### src/rtl/kitchen_timer_pkg.sv
// Shared types and helpers for the kitchen timer engine.
// Optional alarm feature is selected with macro KITCHEN_TIMER_ALARM_EN.
package kitchen_timer_pkg;

  typedef enum logic [1:0] {
    IDLE  = 2'd0,
    RUN   = 2'd1,
    PAUSE = 2'd2,
    DONE  = 2'd3
  } state_t;

  localparam int SEC_MAX = 59;
  localparam int BCD_W   = 16;

  // Binary 0..99 to {tens, ones} BCD digits.
  function automatic logic [7:0] bin2bcd(input logic [6:0] i_val);
    return {4'(i_val / 7'd10), 4'(i_val % 7'd10)};
  endfunction

endpackage

### src/rtl/kitchen_timer_if.sv
// Control/status bundle between the timer engine and its controller.
// Controls are plain levels sampled on every clk edge (no handshake):
// clear > stop > start > set_min > set_sec when several are high together.
interface kitchen_timer_if;
  import kitchen_timer_pkg::*;

  logic [6:0]       num;
  logic             set_min;
  logic             set_sec;
  logic             mode;
  logic             start;
  logic             stop;
  logic             clear;
  logic [BCD_W-1:0] bcd;
  logic             running;
  logic             done;
  logic             alarm;
  state_t           dbg_state;

  modport master (
    output num, set_min, set_sec, mode, start, stop, clear,
    input  bcd, running, done, alarm, dbg_state
  );

  modport slave (
    input  num, set_min, set_sec, mode, start, stop, clear,
    output bcd, running, done, alarm, dbg_state
  );

endinterface

### src/rtl/kitchen_tick_gen.sv
// Prescaler producing a one-cycle tick every TICK_DIV enabled cycles.
// The count holds while disabled, so a paused run resumes mid-second.
module kitchen_tick_gen #(
  parameter int TICK_DIV = 50000000
) (
  input  logic clk,
  input  logic reset,
  input  logic i_clear,
  input  logic i_enable,
  output logic o_tick
);

  localparam int CW = $clog2(TICK_DIV);
  localparam logic [CW-1:0] LAST = CW'(TICK_DIV - 1);

  logic [CW-1:0] r_cnt;

  assign o_tick = i_enable && (r_cnt == LAST);

  // Prescaler counter: clear wins, then wrap at LAST while enabled.
  always_ff @(posedge clk or negedge reset) begin
    if (!reset) begin
      r_cnt <= '0;
    end else if (i_clear) begin
      r_cnt <= '0;
    end else if (i_enable) begin
      r_cnt <= (r_cnt == LAST) ? '0 : r_cnt + 1'b1;
    end
  end

endmodule

### src/rtl/kitchen_timer_core.sv
// Minute/second up/down timer with start/pause/resume/clear and BCD output.
// Macro KITCHEN_TIMER_ALARM_EN adds a timed alarm pulse on DONE entry;
// without it the alarm output mirrors done.
module kitchen_timer_core
  import kitchen_timer_pkg::*;
#(
  parameter int TICK_DIV  = 50000000,
  parameter int MAX_MIN   = 99,
  parameter int ALARM_SEC = 5
) (
  input  logic            clk,
  input  logic            reset,
  kitchen_timer_if.slave  bus
);

  state_t           r_state;
  state_t           w_state_nx;
  logic [6:0]       r_pre_min;
  logic [5:0]       r_pre_sec;
  logic [6:0]       r_min;
  logic [5:0]       r_sec;
  logic             r_mode;
  logic [BCD_W-1:0] r_bcd;
  logic             r_running;
  logic             r_done;

  logic       w_clear, w_stop, w_start, w_set_min, w_set_sec;
  logic       w_go, w_tick, w_presc_en, w_presc_clr, w_end;
  logic [6:0] w_pre_min_nx;
  logic [5:0] w_pre_sec_nx;
  logic [6:0] w_dn_min, w_up_min;
  logic [5:0] w_dn_sec, w_up_sec;

  // Control priority decode.
  assign w_clear   = bus.clear;
  assign w_stop    = bus.stop & ~bus.clear;
  assign w_start   = bus.start & ~bus.stop & ~bus.clear;
  assign w_set_min = bus.set_min & ~bus.start & ~bus.stop & ~bus.clear;
  assign w_set_sec = bus.set_sec & ~bus.set_min & ~bus.start & ~bus.stop & ~bus.clear;

  // A down count from 00:00 would finish instantly, so that start is refused.
  assign w_go = (r_state == IDLE) && w_start &&
                !(!bus.mode && (r_pre_min == 7'd0) && (r_pre_sec == 6'd0));

  // Presets only change in IDLE and are clamped to their legal range.
  assign w_pre_min_nx = ((r_state == IDLE) && w_set_min) ?
                        ((bus.num > 7'(MAX_MIN)) ? 7'(MAX_MIN) : bus.num) : r_pre_min;
  assign w_pre_sec_nx = ((r_state == IDLE) && w_set_sec) ?
                        ((bus.num > 7'(SEC_MAX)) ? 6'(SEC_MAX) : bus.num[5:0]) : r_pre_sec;

  // Next count values for one tick in either direction.
  assign w_dn_sec = (r_sec == 6'd0) ? 6'(SEC_MAX) : r_sec - 6'd1;
  assign w_dn_min = (r_sec == 6'd0) ? r_min - 7'd1 : r_min;
  assign w_up_sec = (r_sec == 6'(SEC_MAX)) ? 6'd0 : r_sec + 6'd1;
  assign w_up_min = (r_sec == 6'(SEC_MAX)) ? r_min + 7'd1 : r_min;
  assign w_end    = r_mode ? ((w_up_min == 7'(MAX_MIN)) && (w_up_sec == 6'(SEC_MAX)))
                           : ((w_dn_min == 7'd0) && (w_dn_sec == 6'd0));

  // A stop or clear cycle does not advance the prescaler.
`ifdef KITCHEN_TIMER_ALARM_EN
  assign w_presc_en = (((r_state == RUN) && !w_stop) || (r_state == DONE)) && !w_clear;
`else
  assign w_presc_en = (r_state == RUN) && !w_stop && !w_clear;
`endif
  assign w_presc_clr = w_go;

  kitchen_tick_gen #(.TICK_DIV(TICK_DIV)) u_tick (
    .clk      (clk),
    .reset    (reset),
    .i_clear  (w_presc_clr),
    .i_enable (w_presc_en),
    .o_tick   (w_tick)
  );

  // FSM state register.
  always_ff @(posedge clk or negedge reset) begin
    if (!reset) r_state <= IDLE;
    else        r_state <= w_state_nx;
  end

  // FSM next-state logic.
  always_comb begin
    w_state_nx = r_state;
    case (r_state)
      IDLE:  if (w_go) w_state_nx = RUN;
      RUN: begin
        if (w_clear)            w_state_nx = IDLE;
        else if (w_stop)        w_state_nx = PAUSE;
        else if (w_tick && w_end) w_state_nx = DONE;
      end
      PAUSE: begin
        if (w_clear)      w_state_nx = IDLE;
        else if (w_start) w_state_nx = RUN;
      end
      DONE:  if (w_clear) w_state_nx = IDLE;
      default: w_state_nx = IDLE;
    endcase
  end

  // Presets, mode latch and the binary minute/second count.
  always_ff @(posedge clk or negedge reset) begin
    if (!reset) begin
      r_pre_min <= '0;
      r_pre_sec <= '0;
      r_min     <= '0;
      r_sec     <= '0;
      r_mode    <= 1'b0;
    end else begin
      r_pre_min <= w_pre_min_nx;
      r_pre_sec <= w_pre_sec_nx;
      case (r_state)
        IDLE: begin
          if (w_go) begin
            r_mode <= bus.mode;
            r_min  <= bus.mode ? 7'd0 : r_pre_min;
            r_sec  <= bus.mode ? 6'd0 : r_pre_sec;
          end else begin
            r_min  <= w_pre_min_nx;
            r_sec  <= w_pre_sec_nx;
          end
        end
        RUN: begin
          if (w_clear) begin
            r_min <= r_pre_min;
            r_sec <= r_pre_sec;
          end else if (w_tick) begin
            r_min <= r_mode ? w_up_min : w_dn_min;
            r_sec <= r_mode ? w_up_sec : w_dn_sec;
          end
        end
        default: begin
          if (w_clear) begin
            r_min <= r_pre_min;
            r_sec <= r_pre_sec;
          end
        end
      endcase
    end
  end

  // Registered display and status outputs.
  always_ff @(posedge clk or negedge reset) begin
    if (!reset) begin
      r_bcd     <= '0;
      r_running <= 1'b0;
      r_done    <= 1'b0;
    end else begin
      r_bcd     <= {bin2bcd(r_min), bin2bcd({1'b0, r_sec})};
      r_running <= (r_state == RUN);
      r_done    <= (r_state == DONE);
    end
  end

`ifdef KITCHEN_TIMER_ALARM_EN
  localparam int AW = $clog2(ALARM_SEC + 1);
  logic [AW-1:0] r_alarm_left;
  logic          r_alarm;

  // Alarm: armed on DONE entry, counts down on ticks, dropped by clear at once.
  always_ff @(posedge clk or negedge reset) begin
    if (!reset) begin
      r_alarm_left <= '0;
      r_alarm      <= 1'b0;
    end else begin
      if ((r_state != DONE) && (w_state_nx == DONE))
        r_alarm_left <= AW'(ALARM_SEC);
      else if ((r_state == DONE) && w_tick && (r_alarm_left != '0))
        r_alarm_left <= r_alarm_left - 1'b1;
      r_alarm <= (r_state == DONE) && (r_alarm_left != '0) && !w_clear;
    end
  end

  assign bus.alarm = r_alarm;
`else
  assign bus.alarm = r_done;
`endif

  assign bus.bcd       = r_bcd;
  assign bus.running   = r_running;
  assign bus.done      = r_done;
  assign bus.dbg_state = r_state;

endmodule

### src/flat_wrapper.sv
// flat-port wrapper written by rule: the top's interface ports become plain ports
module kitchen_timer_core_flat import kitchen_timer_pkg::*;
#(
  parameter int TICK_DIV  = 50000000,
  parameter int MAX_MIN   = 99,
  parameter int ALARM_SEC = 5
)
  (clk, reset, bus_num, bus_set_min, bus_set_sec, bus_mode, bus_start, bus_stop, bus_clear, bus_bcd, bus_running, bus_done, bus_alarm, bus_dbg_state);
  kitchen_timer_if bus_i ();
  input  logic clk;
  input  logic reset;
  input wire logic [$bits(bus_i.num)-1:0] bus_num;
  input wire logic [$bits(bus_i.set_min)-1:0] bus_set_min;
  input wire logic [$bits(bus_i.set_sec)-1:0] bus_set_sec;
  input wire logic [$bits(bus_i.mode)-1:0] bus_mode;
  input wire logic [$bits(bus_i.start)-1:0] bus_start;
  input wire logic [$bits(bus_i.stop)-1:0] bus_stop;
  input wire logic [$bits(bus_i.clear)-1:0] bus_clear;
  output wire logic [$bits(bus_i.bcd)-1:0] bus_bcd;
  output wire logic [$bits(bus_i.running)-1:0] bus_running;
  output wire logic [$bits(bus_i.done)-1:0] bus_done;
  output wire logic [$bits(bus_i.alarm)-1:0] bus_alarm;
  output wire logic [$bits(bus_i.dbg_state)-1:0] bus_dbg_state;
  assign bus_i.num = bus_num;
  assign bus_i.set_min = bus_set_min;
  assign bus_i.set_sec = bus_set_sec;
  assign bus_i.mode = bus_mode;
  assign bus_i.start = bus_start;
  assign bus_i.stop = bus_stop;
  assign bus_i.clear = bus_clear;
  assign bus_bcd = bus_i.bcd;
  assign bus_running = bus_i.running;
  assign bus_done = bus_i.done;
  assign bus_alarm = bus_i.alarm;
  assign bus_dbg_state = bus_i.dbg_state;
  kitchen_timer_core #(.TICK_DIV(TICK_DIV), .MAX_MIN(MAX_MIN), .ALARM_SEC(ALARM_SEC)) u_core (.clk(clk), .reset(reset), .bus(bus_i));
endmodule
### config.mk
export PLATFORM = sky130hd
export DESIGN_NAME = kitchen_timer_core_flat
export DESIGN_NICKNAME = d
export VERILOG_FILES = /design/src/rtl/kitchen_timer_pkg.sv /design/src/rtl/kitchen_timer_if.sv /design/src/rtl/kitchen_tick_gen.sv /design/src/rtl/kitchen_timer_core.sv /design/src/flat_wrapper.sv
export SDC_FILE = /design/constraint.sdc
export NUM_CORES = 1
export LEC_CHECK = 0
export BUFFER_PORTS_ARGS = -buffer_cell sky130_fd_sc_hd__buf_2
export CORE_MARGIN = 2
export CORE_UTILIZATION = 25
export CTS_BUF_LIST = sky130_fd_sc_hd__clkbuf_4
export CTS_CLUSTER_SIZE = 12
export DETAILED_ROUTE_END_ITERATION = 8
export GPL_TIMING_DRIVEN = 0
export HOLD_SLACK_MARGIN = 0.1
export PLACE_DENSITY = 0.41
export SETUP_SLACK_MARGIN = 0.4
export SLEW_MARGIN = 20
export SYNTH_ARGS = -nofsm -noshare
export SYNTH_HDL_FRONTEND = slang
export SYNTH_SLANG_ARGS = --single-unit
### constraint.sdc
create_clock -name clk -period 7.65 [get_ports clk]
set_clock_uncertainty 0.15 [all_clocks]
set_input_delay 1.1475 -clock clk [delete_from_list [all_inputs] [get_ports clk]]
set_output_delay 1.1475 -clock clk [all_outputs]
set_load 0.01 [all_outputs]
Word-level counts from Yosys, hierarchy flattened
Index checks and enable logic that the tools add are counted.

Input bits: 15. Logic and storage cells: 108. Register bits: 73. Output and inout port bits: 21.

Div/mod/pow operators: 4. Eq/ne operators: 12. Multiplexer cells: 34. Add/subtract/negate cells: 5. Magnitude comparators: 2. Reduce and logical (&&, ||, !) cells: 27. Bitwise gates (word level): 14.

Operators with widths (count): $mux W26 (3); $mux W7 (10); $mux W6 (10); $add A26 B1 Y26 const B (1); $eq A26 B26 Y1 const B (1); $logic_not A6 Y1 (3); $logic_not A7 Y1 (2); $mux W2 (7); $pmux W7 S2 (1); $eq A6 B6 Y1 const B (2); $logic_and A1 B1 Y1 (12); $pmux W6 S2 (1); $and A1 B1 Y1 (10); $pmux W2 S4 (1); $add A7 B1 Y7 const B (1); $div A6 B4 Y7 const B (1); $div A7 B4 Y7 const B (1); $eq A7 B7 Y1 const B (1); $gt A7 B6 Y1 const B (1); $gt A7 B7 Y1 const B (1); $mod A6 B4 Y7 const B (1); $mod A7 B4 Y7 const B (1); $sub A7 B1 Y7 const B (1); $add A6 B1 Y6 const B (1); other kinds (14) (24).

Depth between registers and ports, before layout
Depth in word-level cells: 11. Gate-level depth with buffers: 14. Depth with buffers taken out: 13.

Modules after synthesis
From an unflattened synthesis, not the netlist that was laid out.

Cell total of the unflattened synthesis: 609. Area, all modules: 5152.4 µm².

By module, submodules not included: kitchen_timer_core (area an instance 3601.0 µm², cells each 436, instances 1); kitchen_tick_gen (area an instance 1551.5 µm², cells each 173, instances 1).

Least setup slack after synthesis
No wires, ideal clock.

Path kind: reg-to-reg. From: reg u_core.r_min[5]. To: reg u_core.r_bcd[10] (netlist: u_core.bus.bcd[10]). Arrival: 2.831 ns. Slack: 4.589 ns. Clock period less this slack: 3.061 ns. Cell stages (with the launch flop): 14. Data required time: 7.421 ns. Cell sequence: dfrtp_1 > buf_4 > inv_1 > ha_1 > or4_1 > o2111ai_2 > nor2b_2 > o21ai_0 > nand2_1 > o31ai_1 > ha_1 > a21boi_0 > o311ai_2 > mux2i_1.

Longest elaborated chain between the ends: 1.

Ends and longest elaborated chain: start: declaration (line kitchen_timer_core.sv:20) `logic [6:0] r_min;`; start signal: assignment (line kitchen_timer_core.sv:115) `r_min <= bus.mode ? 7'd0 : r_pre_min;`; start signal: assignment (line kitchen_timer_core.sv:118) `r_min <= w_pre_min_nx;`; start signal: assignment (line kitchen_timer_core.sv:124) `r_min <= r_pre_min;`; $mod A7 B4 Y7 (line kitchen_timer_pkg.sv:17) `return {4'(i_val / 7'd10), 4'(i_val % 7'd10)};`; end signal: assignment (line kitchen_timer_core.sv:148) `r_bcd <= {bin2bcd(r_min), bin2bcd({1'b0, r_sec})};`; end: declaration (line kitchen_timer_core.sv:23) `logic [BCD_W-1:0] r_bcd;`.

Every way passes these cells. A chain may end at the register's enable or synchronous reset.

Worst setup path in the final report
From: reg u_core.r_min[4]. To: reg u_core.r_bcd[9] (netlist: u_core.bus.bcd[9]).

The elaborated chain is that of the path after synthesis.

==> metrics.yaml <==
detailed_place.area_um2: 5430
design.final.nets: 651
drcViolationCount: 0
worst_path_buf_inv: 2
seq_area_um2: 1800
placed_cells_incl_taps: 870
p_r_area_growth_vs_syn_pct: 14.5
synth_flop_cell: "dfrtp_1"
start_util_pct: 25.4
netlist_instances: 571
final-instance-count-excl-fill: 887
fin_area_um2: 5620
routabilityCongestion: 0.821
numClockSinks: 72
cell_type_with_the_largest_total_area_after_synthesis: "dfrtp_1"
synth_top_family_by_area: "simple AND/OR/NAND/NOR gates"
cts-root-to-sink-buffers: 2
postCtsSetupRepairBufs: 0
ys_ff_latch: 72
clockPowerShare_pct: 23.1
synth-adder-area-share_pct: 5.10
clock_tree.root_cell: "clkbuf_4"
result_of_the_run: "completed"
syn-cell-area_um2: 4900
finalSetupViolations: 0
worstSkewPairLatency_ns: 0.46
power.share.switching_pct: 39.7
resized_cells_post_cts: 0
dr_total_vias: 4536
timing.fmax_ghz: 0.279
global_route.usage.total_pct: 15.0
power_density_nw_per_um2: 250
ys_top_cells_by_count: "dfrtp_1, nand2_1, nor2_1"
filler_cell_count: 2089
fin_crit_ns: 3.59
fraction_of_power_consumed_by_sequential_logic_pct: 35.6
multi_input_area_um2: 2850
number_of_flops_mapped_to_enable_cells_by_yosys: 0
power.share.combinational_pct: 41.3
worst_path_arrival_ns: 3.76
drive_above_1_share_pct: 13.8
p_leak_nw: 2.37
pin_slew_with_the_least_headroom_to_its_limit_ns: 0.800
num_rows: 51
timing.hold.ws_ns: 0.290
required_ns: 7.83
synth_async_sr_flop_share_pct: 100
grt_max_degree: 54
initialDrtViolationCount: 353
worst_path_dominant_cell_family: "compound AO/OA/AOI/OAI gates"
critical-path-slowest-cell: "dfrtp_1"
grt_setup_unrepaired: "false"
timing_max_transition_violations_final: 0
drt_pass1_iterations: 5
chipHeight_um: 144
vias_per_cell: 5.11
critical_path.endpoint_type: "flop"
grt_remaining_overflow: 0
crit_chain: "buf_2 -> inv_1 -> ha_1 -> a211o_1 -> a31oi_1 -> or2_2 -> nor2_1 -> o31ai_1 -> ha_1 -> a21boi_0 -> o311ai_2 -> xnor2_1"
netlist.area_leader.share_pct: 36.7
synth_simple_gate_area_share_pct: 25.8
max_cap_viol_count: 0
detail-route-antenna-nets: 0
core_region_area_um2: 19300
finalHoldViolCount: 0
drt-wirelength-per-cell_um: 17.0
worst_ir_drop_vdd_mv: 0.0677
htreeDepth: 3
synth.distinct_cells: 69
p_int_mw: 0.845
post-route-period-util_pct: 46.9
p_switching_mw: 0.556
syn-mean-instance-area_um2: 8.59
die_area_um2: 20800
io_buffer_count: 33
postRouteWirelength_um: 15100
yosysWarnings: 0
cts.reportedPaths.clkPinSlew_ns: 0.12
worstSetupPathType: "reg2reg"
cts_hold_repair.buffers: 0
post_synth_mux_area_share_pct: 0.868
die_width_um: 144
hp-class: "reg2reg"
synth_area_leaders: "dfrtp_1, nand2_1, ha_1"
power_mw: 1.40
share_of_the_synthesized_area_in_compound_gates_ao_oa_aoi_oai_pct: 21.0
xor_and_xnor_fraction_of_the_mapped_netlist_area_pct: 5.36
portion_of_the_post_synthesis_area_used_by_sequential_elements_pct: 36.7
cts_buffers: 9
dp.final_hpwl_um: 11100
timing.critical_path.from_type: "flop"
first_pass_grt_wire_length_um: 24000
r2r_setup_slack_ns: 4.06
timing.critical_path.slowest_cell_delay_ns: 0.40
post-synth-top-count-cell: "dfrtp_1"
cts_tree: "yes"
grt_pass1_vias: 4237
timing.critical_path.fanout_max: 10
syn-num-nets: 606
floorplan.io_pins: 36
fin_setup_tns_ns: 0
timing.max_slew.rel_slack_pct: 46.4
most_frequent_cell_on_the_critical_path: "ha_1"
initial_antenna_violation_count: 1
==> layout make-up <==
| cell class | count | share of cell area [%] |
|---|---|---|
| multi-input combinational | 447 | 50.8 |
| sequential | 72 | 32.1 |
| tap | 265 | 5.90 |
| timing repair buffer | 34 | 3.48 |
| buffer | 31 | 3.01 |
| clock inverter | 6 | 1.92 |
| inverter | 21 | 1.40 |
| clock buffer | 10 | 1.34 |
| antenna | 1 | 0.0446 |
==> power groups by stage <==
| stage | registers, mW | logic [mW] | clock network [mW] |
|---|---|---|---|
| final | 0.499 | 0.579 | 0.324 |
| after global routing | 0.509 | 0.642 | 0.352 |
| after CTS | 0.499 | 0.581 | 0.336 |
| after detailed placement | 0.507 | 0.578 | 0 |
| after global placement | 0.506 | 0.570 | 0 |
| after floorplan | 0.512 | 0.396 | 0 |
==> final timing paths <==
check	cells after the start	startpoint	endpoint
max	12	u_core.r_min[4]$_DFFE_PN0P_	u_core.bus.bcd[9]$_DFF_PN0_
min	0	u_core.r_min[0]$_DFFE_PN0P_	u_core.bus.bcd[8]$_DFF_PN0_
max reg2reg	12	u_core.r_min[4]$_DFFE_PN0P_	u_core.bus.bcd[9]$_DFF_PN0_
min reg2reg	0	u_core.r_min[0]$_DFFE_PN0P_	u_core.bus.bcd[8]$_DFF_PN0_
max in group asynchronous	2	reset	u_core.r_pre_min[4]$_DFF_PN0_
min in group asynchronous	1	reset	u_core.bus.bcd[6]$_DFF_PN0_
==> cells in the final DEF (no fill, tap or decap), types with 4 or more instances in the layout <==
cell type	synthesis	routed
clkbuf_1	12	12
nor2b_1	7	7
o211ai_1	8	8
inv_1	21	21
a221oi_1	5	5
dfrtp_1	72	72
o22a_1	4	4
nand4b_1	6	6
nand2b_1	7	7
nor4_1	6	6
buf_4	7	8
nor2_1	51	51
o21ai_0	37	37
nor3_2	4	4
buf_2	9	41
ha_1	20	20
a21o_1	4	4
o22ai_1	4	4
a22oi_1	7	7
nand2_1	69	69
nor3_1	14	14
xnor2_1	18	18
xor2_1	12	12
and3_1	9	9
a31oi_1	12	12
clkbuf_4	0	10
o31ai_1	6	6
a211oi_1	6	6
nand4_1	15	15
a21oi_1	27	27
nand3_1	24	24
==> logic make-up (layout without fill, tap and decap cells) <==
| family | count (synthesis) | in the layout |
|---|---|---|
| and+or+nand+nor | 241 | 241 |
| buffers and inverters | 52 | 102 |
| adders and majority gates | 20 | 20 |
| other | 1 | 2 |
| AOI/OAI and AO/OA | 151 | 151 |
| DFF | 72 | 72 |
| muxes | 4 | 4 |
| xor gates and xnor gates | 30 | 30 |
==> state kept, by name (all words and copies together), names as in the netlist <==
register,cells
u_core.r_mode,1
u_core.bus.bcd,15
u_core.r_pre_sec,6
u_core.r_sec,6
u_core.bus.dbg_state,2
u_core.bus.alarm,1
u_core.bus.running,1
u_core.r_min,7
u_core.r_pre_min,7
u_core.u_tick.r_cnt,26
==> stage by stage <==
step                worst slack, ns  utilization [%]
detailed placement             4.00             28.1
CTS                            4.06             29.0
global placement               3.98             27.9
floorplan                      4.59                -
finish                         4.06             29.0
global route                   3.80             29.0
==> layer usage <==
metal / share of wire, % / global-route usage, % / wire [µm] / up-vias
met3: 5.1 / 2.88 / 769 / 14
met4: 1.1 / 4.02 / 159 / 0
met1: 48 / 20.8 / 7210 / 2218
li1: - / - / - / 2170
met2: 46 / 24.0 / 6960 / 134
met5: 0 / 0 / 0 / -
No activity file was read; power rests on OpenSTA's default activity.
